--- config.mk ---
export PLATFORM = sky130hd
export DESIGN_NAME = cv32e40p_rf_writeback
export DESIGN_NICKNAME = d
export VERILOG_FILES = /design/src/rtl/cv32e40p_rf_writeback.sv
export SDC_FILE = /design/constraint.sdc
export NUM_CORES = 1
export LEC_CHECK = 0
export BUFFER_PORTS_ARGS = -buffer_cell sky130_fd_sc_hd__buf_2
export CORE_ASPECT_RATIO = 2
export CORE_MARGIN = 5
export CORE_UTILIZATION = 55
export CTS_CLUSTER_SIZE = 30
export DETAILED_ROUTE_END_ITERATION = 8
export PLACE_DENSITY = 0.86
export SETUP_SLACK_MARGIN = 0.05
export SYNTH_ARGS = -nofsm -noshare
export SYNTH_HDL_FRONTEND = slang
export SYNTH_SLANG_ARGS = --single-unit
--- constraint.sdc ---
create_clock -name clk -period 9.4 [get_ports clk]
set_input_delay 0.94 -clock clk [delete_from_list [all_inputs] [get_ports clk]]
set_output_delay 0.94 -clock clk [all_outputs]
set_load 0.01 [all_outputs]
--- src/rtl/cv32e40p_rf_writeback.sv ---
// rtl/cv32e40p_rf_writeback.sv - register file write-back arbiter
// One buffered result per producer; up to two commits per cycle; pending-write scoreboard.
module cv32e40p_rf_writeback #(
    parameter int ADDR_WIDTH = 6,
    parameter int DATA_WIDTH = 32,
    parameter int NUM_SRC    = 3,
    parameter int FPU        = 0
) (
    input  logic                                 clk,
    input  logic                                 rst,
    input  logic [NUM_SRC-1:0]                   src_valid_i,
    output logic [NUM_SRC-1:0]                   src_ready_o,
    input  logic [NUM_SRC-1:0][ADDR_WIDTH-1:0]   src_addr_i,
    input  logic [NUM_SRC-1:0][DATA_WIDTH-1:0]   src_data_i,
    output logic [ADDR_WIDTH-1:0]                waddr_a_o,
    output logic [DATA_WIDTH-1:0]                wdata_a_o,
    output logic                                 we_a_o,
    output logic [ADDR_WIDTH-1:0]                waddr_b_o,
    output logic [DATA_WIDTH-1:0]                wdata_b_o,
    output logic                                 we_b_o,
    output logic [2**ADDR_WIDTH-1:0]             busy_o,
    output logic                                 err_o
);

    logic [NUM_SRC-1:0]                 buf_valid;
    logic [NUM_SRC-1:0][ADDR_WIDTH-1:0] buf_addr;
    logic [NUM_SRC-1:0][DATA_WIDTH-1:0] buf_data;
    logic [NUM_SRC-1:0]                 commit;
    logic [NUM_SRC-1:0]                 accept;
    logic [NUM_SRC-1:0]                 drop_zero;
    logic [NUM_SRC-1:0]                 drop_fp;

    // Port B takes the highest-priority buffer; port A the next one with a different address,
    // so same-register writes retire strictly in producer-index order.
    always_comb begin
        commit    = '0;
        we_b_o    = 1'b0;
        waddr_b_o = '0;
        wdata_b_o = '0;
        we_a_o    = 1'b0;
        waddr_a_o = '0;
        wdata_a_o = '0;
        for (int s = 0; s < NUM_SRC; s++) begin
            if (buf_valid[s]) begin
                if (!we_b_o) begin
                    we_b_o    = 1'b1;
                    waddr_b_o = buf_addr[s];
                    wdata_b_o = buf_data[s];
                    commit[s] = 1'b1;
                end else if (!we_a_o && (buf_addr[s] != waddr_b_o)) begin
                    we_a_o    = 1'b1;
                    waddr_a_o = buf_addr[s];
                    wdata_a_o = buf_data[s];
                    commit[s] = 1'b1;
                end
            end
        end
    end

    assign src_ready_o = ~buf_valid | commit;
    assign accept      = src_valid_i & src_ready_o;

    always_comb begin
        drop_zero = '0;
        drop_fp   = '0;
        for (int s = 0; s < NUM_SRC; s++) begin
            drop_zero[s] = (src_addr_i[s] == '0);
            drop_fp[s]   = (FPU == 0) && src_addr_i[s][ADDR_WIDTH-1];
        end
    end

    always_ff @(posedge clk or posedge rst) begin
        if (rst) begin
            buf_valid <= '0;
            buf_addr  <= '0;
            buf_data  <= '0;
            err_o     <= 1'b0;
        end else begin
            for (int s = 0; s < NUM_SRC; s++) begin
                if (accept[s] && !drop_zero[s] && !drop_fp[s]) begin
                    buf_valid[s] <= 1'b1;
                    buf_addr[s]  <= src_addr_i[s];
                    buf_data[s]  <= src_data_i[s];
                end else if (commit[s]) begin
                    buf_valid[s] <= 1'b0;
                end
            end
            err_o <= |(accept & drop_fp);
        end
    end

    always_comb begin
        busy_o = '0;
        for (int s = 0; s < NUM_SRC; s++) begin
            if (buf_valid[s]) begin
                busy_o[buf_addr[s]] = 1'b1;
            end
        end
        busy_o[0] = 1'b0;
    end

endmodule

* Word-level counts from Yosys, hierarchy flattened
Index checks and enable logic that the tools add are counted.
** Storage, ports and cells
- Register bits :: 118
- Input port bits :: 119
- Output and inout bits :: 146
** Operators by class
- $lt $le $gt $ge :: 6
- Eq/ne operators :: 2
- Mux-type cells :: 51
- Bitwise operators :: 6
- Reduce and logical (&&, ||, !) cells :: 24
** Operators by type and width (number)
- $mux 32 :: 11
- $mux 64 :: 3
- $or 64x64->64 :: 2
- $mux 6 :: 11
- $mux 1 :: 23
- $lt 6x7->1 const B :: 3
- $demux 1 s6 :: 3
- $ge 6x1->1 const B :: 3
- $logic_not 6->1 :: 3
- $ne 6x6->1 :: 2
- $logic_and 1x1->1 :: 10
- $logic_not 1->1 :: 7
- $and 3x3->3 :: 2
- $reduce_bool 2->1 :: 3
- $not 3->3 :: 1
- $or 3x3->3 :: 1
- $reduce_or 3->1 :: 1

* Longest topological paths before layout
Gate-level depths: netlist of run 1.
- Depth after elaboration :: 15
- Depth in mapped cells :: 10
- Mapped depth without buffers :: 7

* Worst setup path after synthesis of run 1
OpenSTA, ideal clock, no wires.
- Path kind :: flip-flop to output port
- From :: reg buf_addr[7] in the netlist's numbering
- To :: out waddr_a_o[2]
- Arrival :: 2.070 ns
- Required time :: 8.460 ns
- Setup slack :: 6.390 ns
- Cell stages (with the launch flop) :: 9
- Buffers on the path :: 2
- Path through :: dfrtp_1 -> buf_6 -> and4bb_1 -> a32oi_1 -> a221o_1 -> a221oi_4 -> buf_2 -> a22oi_1 -> nor2_1
** Between the ends
- Longest elaborated chain between the ends :: 9
** Ends and longest elaborated chain
- start: declaration :: RTL line 26 : logic [NUM_SRC-1:0][ADDR_WIDTH-1:0] buf_addr;
- start signal: indexed assignment :: RTL line 82 : buf_addr[s] <= src_addr_i[s];
- $ne 6x6->1 :: RTL line 50 : end else if (!we_a_o && (buf_addr[s] != waddr_b_o)) begin
- $mux 1 :: RTL line 50
- $mux 1 :: RTL line 45 : if (!we_b_o) begin
- $mux 1 :: RTL line 44 : if (buf_valid[s]) begin
- $logic_not 1->1 :: RTL line 50
- $logic_and 1x1->1 :: RTL line 50
- $mux 6 :: RTL line 50
- $mux 6 :: RTL line 45
- $mux 6 (*) :: RTL line 44
- end: declaration :: RTL line 15 : output logic [ADDR_WIDTH-1:0] waddr_a_o,
Mark *: on every way between the ends. The rest lies on a longest branch, timed or not.

* Final worst setup path of run 1
- From :: reg buf_valid[0]
- To :: out wdata_a_o[2]
** Between the ends
- Longest elaborated chain between the ends :: 10
** Ends and longest elaborated chain
- start: declaration :: RTL line 25 : logic [NUM_SRC-1:0] buf_valid;
- start signal: assignment :: RTL line 74 : buf_valid <= '0;
- start signal: indexed assignment :: RTL line 81 : buf_valid[s] <= 1'b1;
- start signal: indexed assignment :: RTL line 85 : buf_valid[s] <= 1'b0;
- $mux 6 :: RTL line 44
- $ne 6x6->1 :: RTL line 50
- $mux 1 :: RTL line 50
- $mux 1 :: RTL line 45
- $mux 1 :: RTL line 44
- $logic_not 1->1 :: RTL line 50
- $logic_and 1x1->1 :: RTL line 50
- $mux 32 :: RTL line 50
- $mux 32 :: RTL line 45
- $mux 32 (*) :: RTL line 44
- end: declaration :: RTL line 16 : output logic [DATA_WIDTH-1:0] wdata_a_o,
Marked as above.

==> results_dict.tcl, run 1 <==
set metrics [dict create \
    cp.required_ns 8.46 \
    grtUsageTotal_pct 37.4 \
    leakagePower_nw 4.88 \
    cts_root_buffer "clkbuf_16" \
    endpoint_kind "output pin" \
    portBuffers 262 \
    cts_resized 0 \
    tns_ns 0 \
    ir_worst_vdd_v 0.000160 \
    yosys_warnings 0 \
    cts_made_buffers 17 \
    start_kind "flop" \
    p_clk_share_pct 38.4 \
    powerDensity_mw_per_mm2 179 \
    tritoncts "done" \
    maxCapViolations 0 \
    first_global_vias 8632 \
    synth-seq-area-share_pct 38.2 \
    vias 8529 \
    h-tree-depth 4 \
    r2r_setup_slack_ns 5.15 \
    grt_max_degree 79 \
    slew_violations 0 \
    fillers 1180 \
    core-area_mm2 0.0139 \
    wl_per_cell_um 22.3 \
    yosys.area.top_type_share_pct 38.2 \
    setup_viol 0 \
    synth-edff-count 0 \
    status "finished clean" \
    r2r-start "buf_valid[0]$_DFFE_PP0P_" \
    dp_hpwl_um 23000 \
    wirelength_um 31100 \
    synth_cell_types 53 \
    r2r_cells 9 \
    first_iter_violations 705 \
    yosys.area.top_type "dfrtp_1" \
    tightestPinTransition_ns 1.43 \
    fmax_ghz 0.204 \
    ctsHoldBuffers 0 \
    ys_ff_latch 118 \
    syn_inst 975 \
    cts.sinks 118 \
    critical_path_class "flop to output pin" \
    synth.avg_cell_area_um2 7.93 \
    synth_flop_cell "dfrtp_1" \
    synthesis.nets 1094 \
    slew_headroom_pct 4.35 \
    hold_path.class "flop to flop" \
    switchingPower_w 0.000566 \
    post_cts_buffers 0 \
    power.internal_w 0.00115 \
    finalCoreUtilization_pct 69.2 \
    switching_share_pct 32.9 \
    antenna_found_initial 4 \
    die_w_um 93.9 \
    initial_core_util_pct 55.7 \
    cp_max_fo 73 \
    area_delta_synth_final_pct 24.3 \
    cts.path.max_buffers 2 \
    final_antenna_net_count 0 \
    grt_pass1_wl_um 46900 \
    clkTransAtPathRegs_ns 0.06 \
    grt_overflow 0 \
    ys_top_cells_by_area "dfrtp_1 (38%), nand2_1 (14%), a22oi_1 (9.6%)" \
    rr_endpoint "buf_data[94]$_DFFE_PP0P_" \
    first_pass_iters 6 \
    drive_above_1_share_pct 31.9 \
    worstSkewPairLatency_ns 0.41 \
    rsz0062_at_grt "false" \
    fin_crit_sh_pct 52.1 \
    hold_viol_final 0 \
    synth_area_mm2 0.00773 \
    die_h_um 178 \
    row_count 61 \
    p_comb_share_pct 22.3 \
    fin_worst_skew_ns 0.00830 \
    fin_nets 1307 \
    gp_congestion 1.07 \
    ios 265 \
    critPathCapture "wdata_a_o[2]" \
    seqPwrFrac_pct 39.4 \
    dieArea_mm2 0.0167 \
    drc 0 \
    period_needed_ns 4.90 \
    viasPerCell 6.12 \
    cp_data_arrival_time_ns 3.96 \
    ys_async_sr_fraction_pct 100 \
    critPathLaunch "buf_valid[0]$_DFFE_PP0P_" \
]
## Yosys cell counts, types with 8 or more instances
master,instances
mux2_2,47
mux2_4,18
and3_1,9
o21ai_0,55
clkbuf_1,40
inv_1,11
buf_1,11
a21oi_1,42
buf_6,8
nor3_1,15
dfrtp_1,118
buf_2,16
a22oi_1,99
nand2_1,294
nor2_1,98
## metrics by stage
step,setup slack [ns],instance area (um2),instances,total power [W],hold slack [ns]
after CTS,4.59,9580,1390,0.00171,0.477
final,4.50,9610,1394,0.00172,0.473
after detailed placement,5.07,8990,1358,0.00105,0.463
after global placement,5.19,8990,1358,0.00104,0.459
after floorplan,5.33,7730,975,0.000890,0.446
after global routing,4.24,9610,1394,0.00178,0.497
## area by class of cell
cell class | instances | area, um2 | share of cell area, %
antenna | 4 | 10.0 | 0.104
clock buffer | 20 | 437 | 4.54
clock inverter | 12 | 154 | 1.60
inverter | 12 | 47.5 | 0.495
multi-input combinational | 767 | 4380 | 45.6
sequential | 118 | 2960 | 30.8
tap | 189 | 236 | 2.46
timing repair buffer | 272 | 1390 | 14.4
## power groups by stage
stage | sequential, W | clock (W) | combinational (W)
final | 0.000676 | 0.000660 | 0.000382
after global routing | 0.000684 | 0.000683 | 0.000411
after CTS | 0.000672 | 0.000659 | 0.000376
after detailed placement | 0.000680 | 0 | 0.000371
after global placement | 0.000680 | 0 | 0.000364
after floorplan | 0.000628 | 0 | 0.000262
## worst min-delay path by stage
stage / startpoint / end / slack, ns / cells past startpoint
2_1_floorplan: buf_data[0]$_DFFE_PP0P_ / buf_data[0]$_DFFE_PP0P_ / 0.45 / 2
3_3_place_gp: buf_data[28]$_DFFE_PP0P_ / buf_data[28]$_DFFE_PP0P_ / 0.46 / 2
3_5_place_dp: buf_data[12]$_DFFE_PP0P_ / buf_data[12]$_DFFE_PP0P_ / 0.46 / 2
4_1_cts: buf_data[1]$_DFFE_PP0P_ / buf_data[1]$_DFFE_PP0P_ / 0.48 / 2
5_1_grt: buf_data[12]$_DFFE_PP0P_ / buf_data[12]$_DFFE_PP0P_ / 0.50 / 2
6_report: buf_data[12]$_DFFE_PP0P_ / buf_data[12]$_DFFE_PP0P_ / 0.47 / 2
## placed cells by master, fill, tap and decap left out, drive strengths merged, types with 5 or more instances in the layout
cell and n:
a21oi 43, a22oi 99, and2 7, and3 10, buf 272, clkbuf 20, clkinv 9, dfrtp 118
inv 12, mux2 69, nand2 294, nand2b 6, nand3b 5, nor2 98, nor2b 5, nor3 15
o21ai 55, o22ai 5
## sequential cells by signal, indices dropped and copies added, names as in the netlist
| signal | flops |
|---|---|
| err_o | 1 |
| buf_data | 96 |
| buf_valid | 3 |
| buf_addr | 18 |
## worst max-delay path, cell delays in order, from the launching register on
cell	delay, ns
dfrtp_2	0.66
buf_4	0.58
and2_1	0.26
a32oi_1	0.11
a221o_1	0.47
a221oi_4	0.56
buf_4	0.43
a22oi_1	0.14
nor2_1	0.15
buf_2	0.15
## kinds of logic after synthesis
| kind of cell | after synthesis | share of synthesized area [%] |
|---|---|---|
| mux | 69 | 10.9 |
| other cells | 2 | 0.0971 |
| simple gates | 469 | 25.8 |
| buf+inv | 90 | 5.55 |
| compound gates | 223 | 19.0 |
| flops | 118 | 38.2 |
| xor+xnor | 4 | 0.453 |
## layer usage
metal  global-route usage (%)  vias to the layer above  wire (um)  part of all wire (%)
met5                        0                        -          0                     0
met4                     36.5                        0       3520                    11
met3                     7.55                      162       2470                   7.9
met2                     63.0                      592      15700                    51
met1                     36.8                     3977       9400                    30
li1                         -                     3798          -                     -
Note: power is estimated with default switching activity, not from simulation.
==> inputs of run 2 (changes only) <==
Settings changed: ABC_AREA set to 1, CORE_UTILIZATION 55 to 51, PLACE_DENSITY 0.86 to 0.81.
Clock period 9.4 ns to 4.7 ns, I/O delays scaled along.
==> results_dict.tcl, run 2 <==
set metrics [dict create \
    ios 265 \
    post_cts_buffers 0 \
    switchingPower_w 0.00117 \
    antenna_found_initial 0 \
    ir_worst_vdd_v 0.000434 \
    power.internal_w 0.00224 \
    r2r_cells 11 \
    status "finished clean" \
    yosys.area.top_type_share_pct 38.6 \
    viasPerCell 5.91 \
    yosys.area.top_type "dfrtp_1" \
    drive_above_1_share_pct 23.2 \
    final_common_cell "nand2_1" \
    ys_async_sr_fraction_pct 100 \
    fin_worst_skew_ns 0.00745 \
    r2r-start "buf_valid[0]$_DFFE_PP0P_" \
    synth-simple-area-share_pct 38.3 \
    critical_path_class "flop to output pin" \
    grtUsageTotal_pct 39.3 \
    fin_nets 1513 \
    synth-seq-area-share_pct 38.6 \
    wirelength_um 35400 \
    endpoint_kind "output pin" \
    leakagePower_nw 5.19 \
    die_w_um 96.6 \
    powerDensity_mw_per_mm2 353 \
    tritoncts "done" \
    synth_cell_types 28 \
    rr_endpoint "buf_data[69]$_DFFE_PP0P_" \
    cts_root_buffer "clkbuf_16" \
    largest_register_ffs 96 \
    ys_top_cells_by_area "dfrtp_1 (39%), nand2_1 (23%), inv_1 (5.0%)" \
    synth_fa_ha_area_share_pct 0 \
    wl_per_cell_um 22.1 \
    fin_crit_sh_pct 88.3 \
    worstSkewPairLatency_ns 0.42 \
    portBuffers 262 \
    switching_share_pct 34.3 \
    cts.sinks 118 \
    reg_top3 "buf_data: 96 flops, buf_addr: 18 flops, buf_valid: 3 flops" \
    cts_made_buffers 17 \
    p_comb_share_pct 22.6 \
    drc 0 \
    start_kind "flop" \
    initial_core_util_pct 51.7 \
    synth_top_family_by_area "simple AND/OR/NAND/NOR gates" \
    antennaDiodeCount 0 \
    r2r_setup_slack_ns 0.64 \
    synth.avg_cell_area_um2 6.59 \
    grt_overflow 0 \
    seqPwrFrac_pct 38.4 \
    tns_ns 0 \
    grt_pass1_wl_um 53200 \
    setup_viol 0 \
    synthesis.nets 1280 \
    rsz0062_at_grt "false" \
    ys_ff_latch 118 \
    synth-xor-area-share_pct 0.686 \
    cts.path.max_buffers 2 \
    final_cell_mix "nand2_1 (477), buf_2 (262), dfrtp_1 (118)" \
    slew_headroom_pct 13.2 \
    cp.required_ns 4.23 \
    synth-compound-area-share_pct 12.8 \
    synth_most_common_cell "nand2_1" \
    final_antenna_net_count 0 \
    hold_path.class "input pin to asynchronous set/reset pin" \
    ctsHoldBuffers 0 \
    cts_resized 0 \
    maxCapViolations 0 \
    cp_data_arrival_time_ns 3.68 \
    max_flop_register "buf_data" \
    die_h_um 183 \
    core-area_mm2 0.0148 \
    synth_flop_cell "dfrtp_1" \
    power_w 0.00340 \
    gp_congestion 1.02 \
    h-tree-depth 4 \
    grt_max_degree 51 \
    dieArea_mm2 0.0177 \
    first_pass_iters 8 \
    yosys_warnings 0 \
    clkTransAtPathRegs_ns 0.06 \
    dp_hpwl_um 27100 \
    cp_max_fo 21 \
    vias 9461 \
    area_delta_synth_final_pct 26.1 \
    slew_violations 0 \
    row_count 63 \
    synth_mux_area_share_pct 0 \
    first_iter_violations 773 \
    synth_area_mm2 0.00765 \
    hold_viol_final 0 \
    p_clk_share_pct 38.9 \
    syn_inst 1161 \
    fmax_ghz 0.241 \
    period_needed_ns 4.15 \
    tightestPinTransition_ns 1.29 \
    synth-edff-count 0 \
    first_global_vias 9407 \
    synth_common_cells "nand2_1 (477), dfrtp_1 (118), inv_1 (101), nor2_1 (77), nand3_1 (67)" \
]
-- run 2: cell count changes after synthesis, moves of 9 or more --
cell / previous run / this run
o221ai_1: 0 / 25
a21oi_1: 42 / 23
mux2_2: 47 / 0
o211ai_1: 1 / 13
mux2_4: 18 / 0
nor3_1: 15 / 28
a22oi_1: 99 / 25
nand4_1: 1 / 56
inv_1: 11 / 101
nand2_1: 294 / 477
nand3_1: 3 / 67
and3_1: 9 / 0
nor2_1: 98 / 77
-- run 2: cell families after synthesis --
logic type                count (synthesis)
AOI/OAI and AO/OA                       152
xor gates and xnor gates                  6
buffers and inverters                   174
DFF                                     118
other                                     2
and+or+nand+nor                         709
-- run 2: how the worst max path moves through the flow --
stage                                        start  cells after the start                       end
after floorplan                                rst                      1   buf_addr[0]$_DFFE_PP0P_
after global placement    buf_valid[0]$_DFFE_PP0P_                     11  buf_data[77]$_DFFE_PP0P_
after detailed placement  buf_valid[0]$_DFFE_PP0P_                     11  buf_data[69]$_DFFE_PP0P_
after CTS                 buf_valid[0]$_DFFE_PP0P_                     12              wdata_a_o[1]
after global routing      buf_valid[0]$_DFFE_PP0P_                     11  buf_data[82]$_DFFE_PP0P_
final                     buf_valid[0]$_DFFE_PP0P_                     12              wdata_a_o[1]
-- run 2: power groups by stage --
stage / registers (W) / logic [W] / clock network [W]
global route: 0.00132 / 0.000842 / 0.00137
detailed placement: 0.00132 / 0.000747 / 0
finish: 0.00131 / 0.000771 / 0.00133
CTS: 0.00130 / 0.000754 / 0.00133
floorplan: 0.00124 / 0.000479 / 0
global placement: 0.00132 / 0.000738 / 0
-- run 2: cell type report --
class / count / area (um2)
inverter: 104 / 393
clock inverter: 13 / 156
tap: 195 / 244
fill: 1394 / 5170
multi-input combinational: 869 / 3990
clock buffer: 19 / 443
sequential: 118 / 2950
timing repair buffer: 284 / 1480
-- run 2: per-layer routing --
layer / wire length, um / track usage [%]
met1: 10800 / 37.2
met3: 2440 / 7.35
met4: 4050 / 37.8
met5: 0 / 0
met2: 18200 / 69.6
-- run 2: stage by stage --
stage          hold WS (ns)  cell area, um2  utilization, %  instances  setup slack (ns)
6_report             0.0900            9650            65.1       1602             0.551
5_1_grt               0.119            9650            65.1       1602             0.316
4_1_cts               0.101            9650            65.1       1602             0.643
3_5_place_dp          0.465            9050            61.1       1570             0.794
3_3_place_gp          0.460            9050            61.1       1570             0.938
2_1_floorplan         0.442            7650               -       1161              1.10
-- run 2: worst max-delay path, cell delays in order (launching register included) --
cell and delay (ns):
dfrtp_1 0.85, nand2_1 0.38, nand2_1 0.18, nand2_1 0.07
nand2_1 0.06, nor2_1 0.04, nand3_1 0.16, buf_4 0.25
nand2_1 0.07, nand2_1 0.06, nand2_1 0.48, a21oi_1 0.44
buf_2 0.19
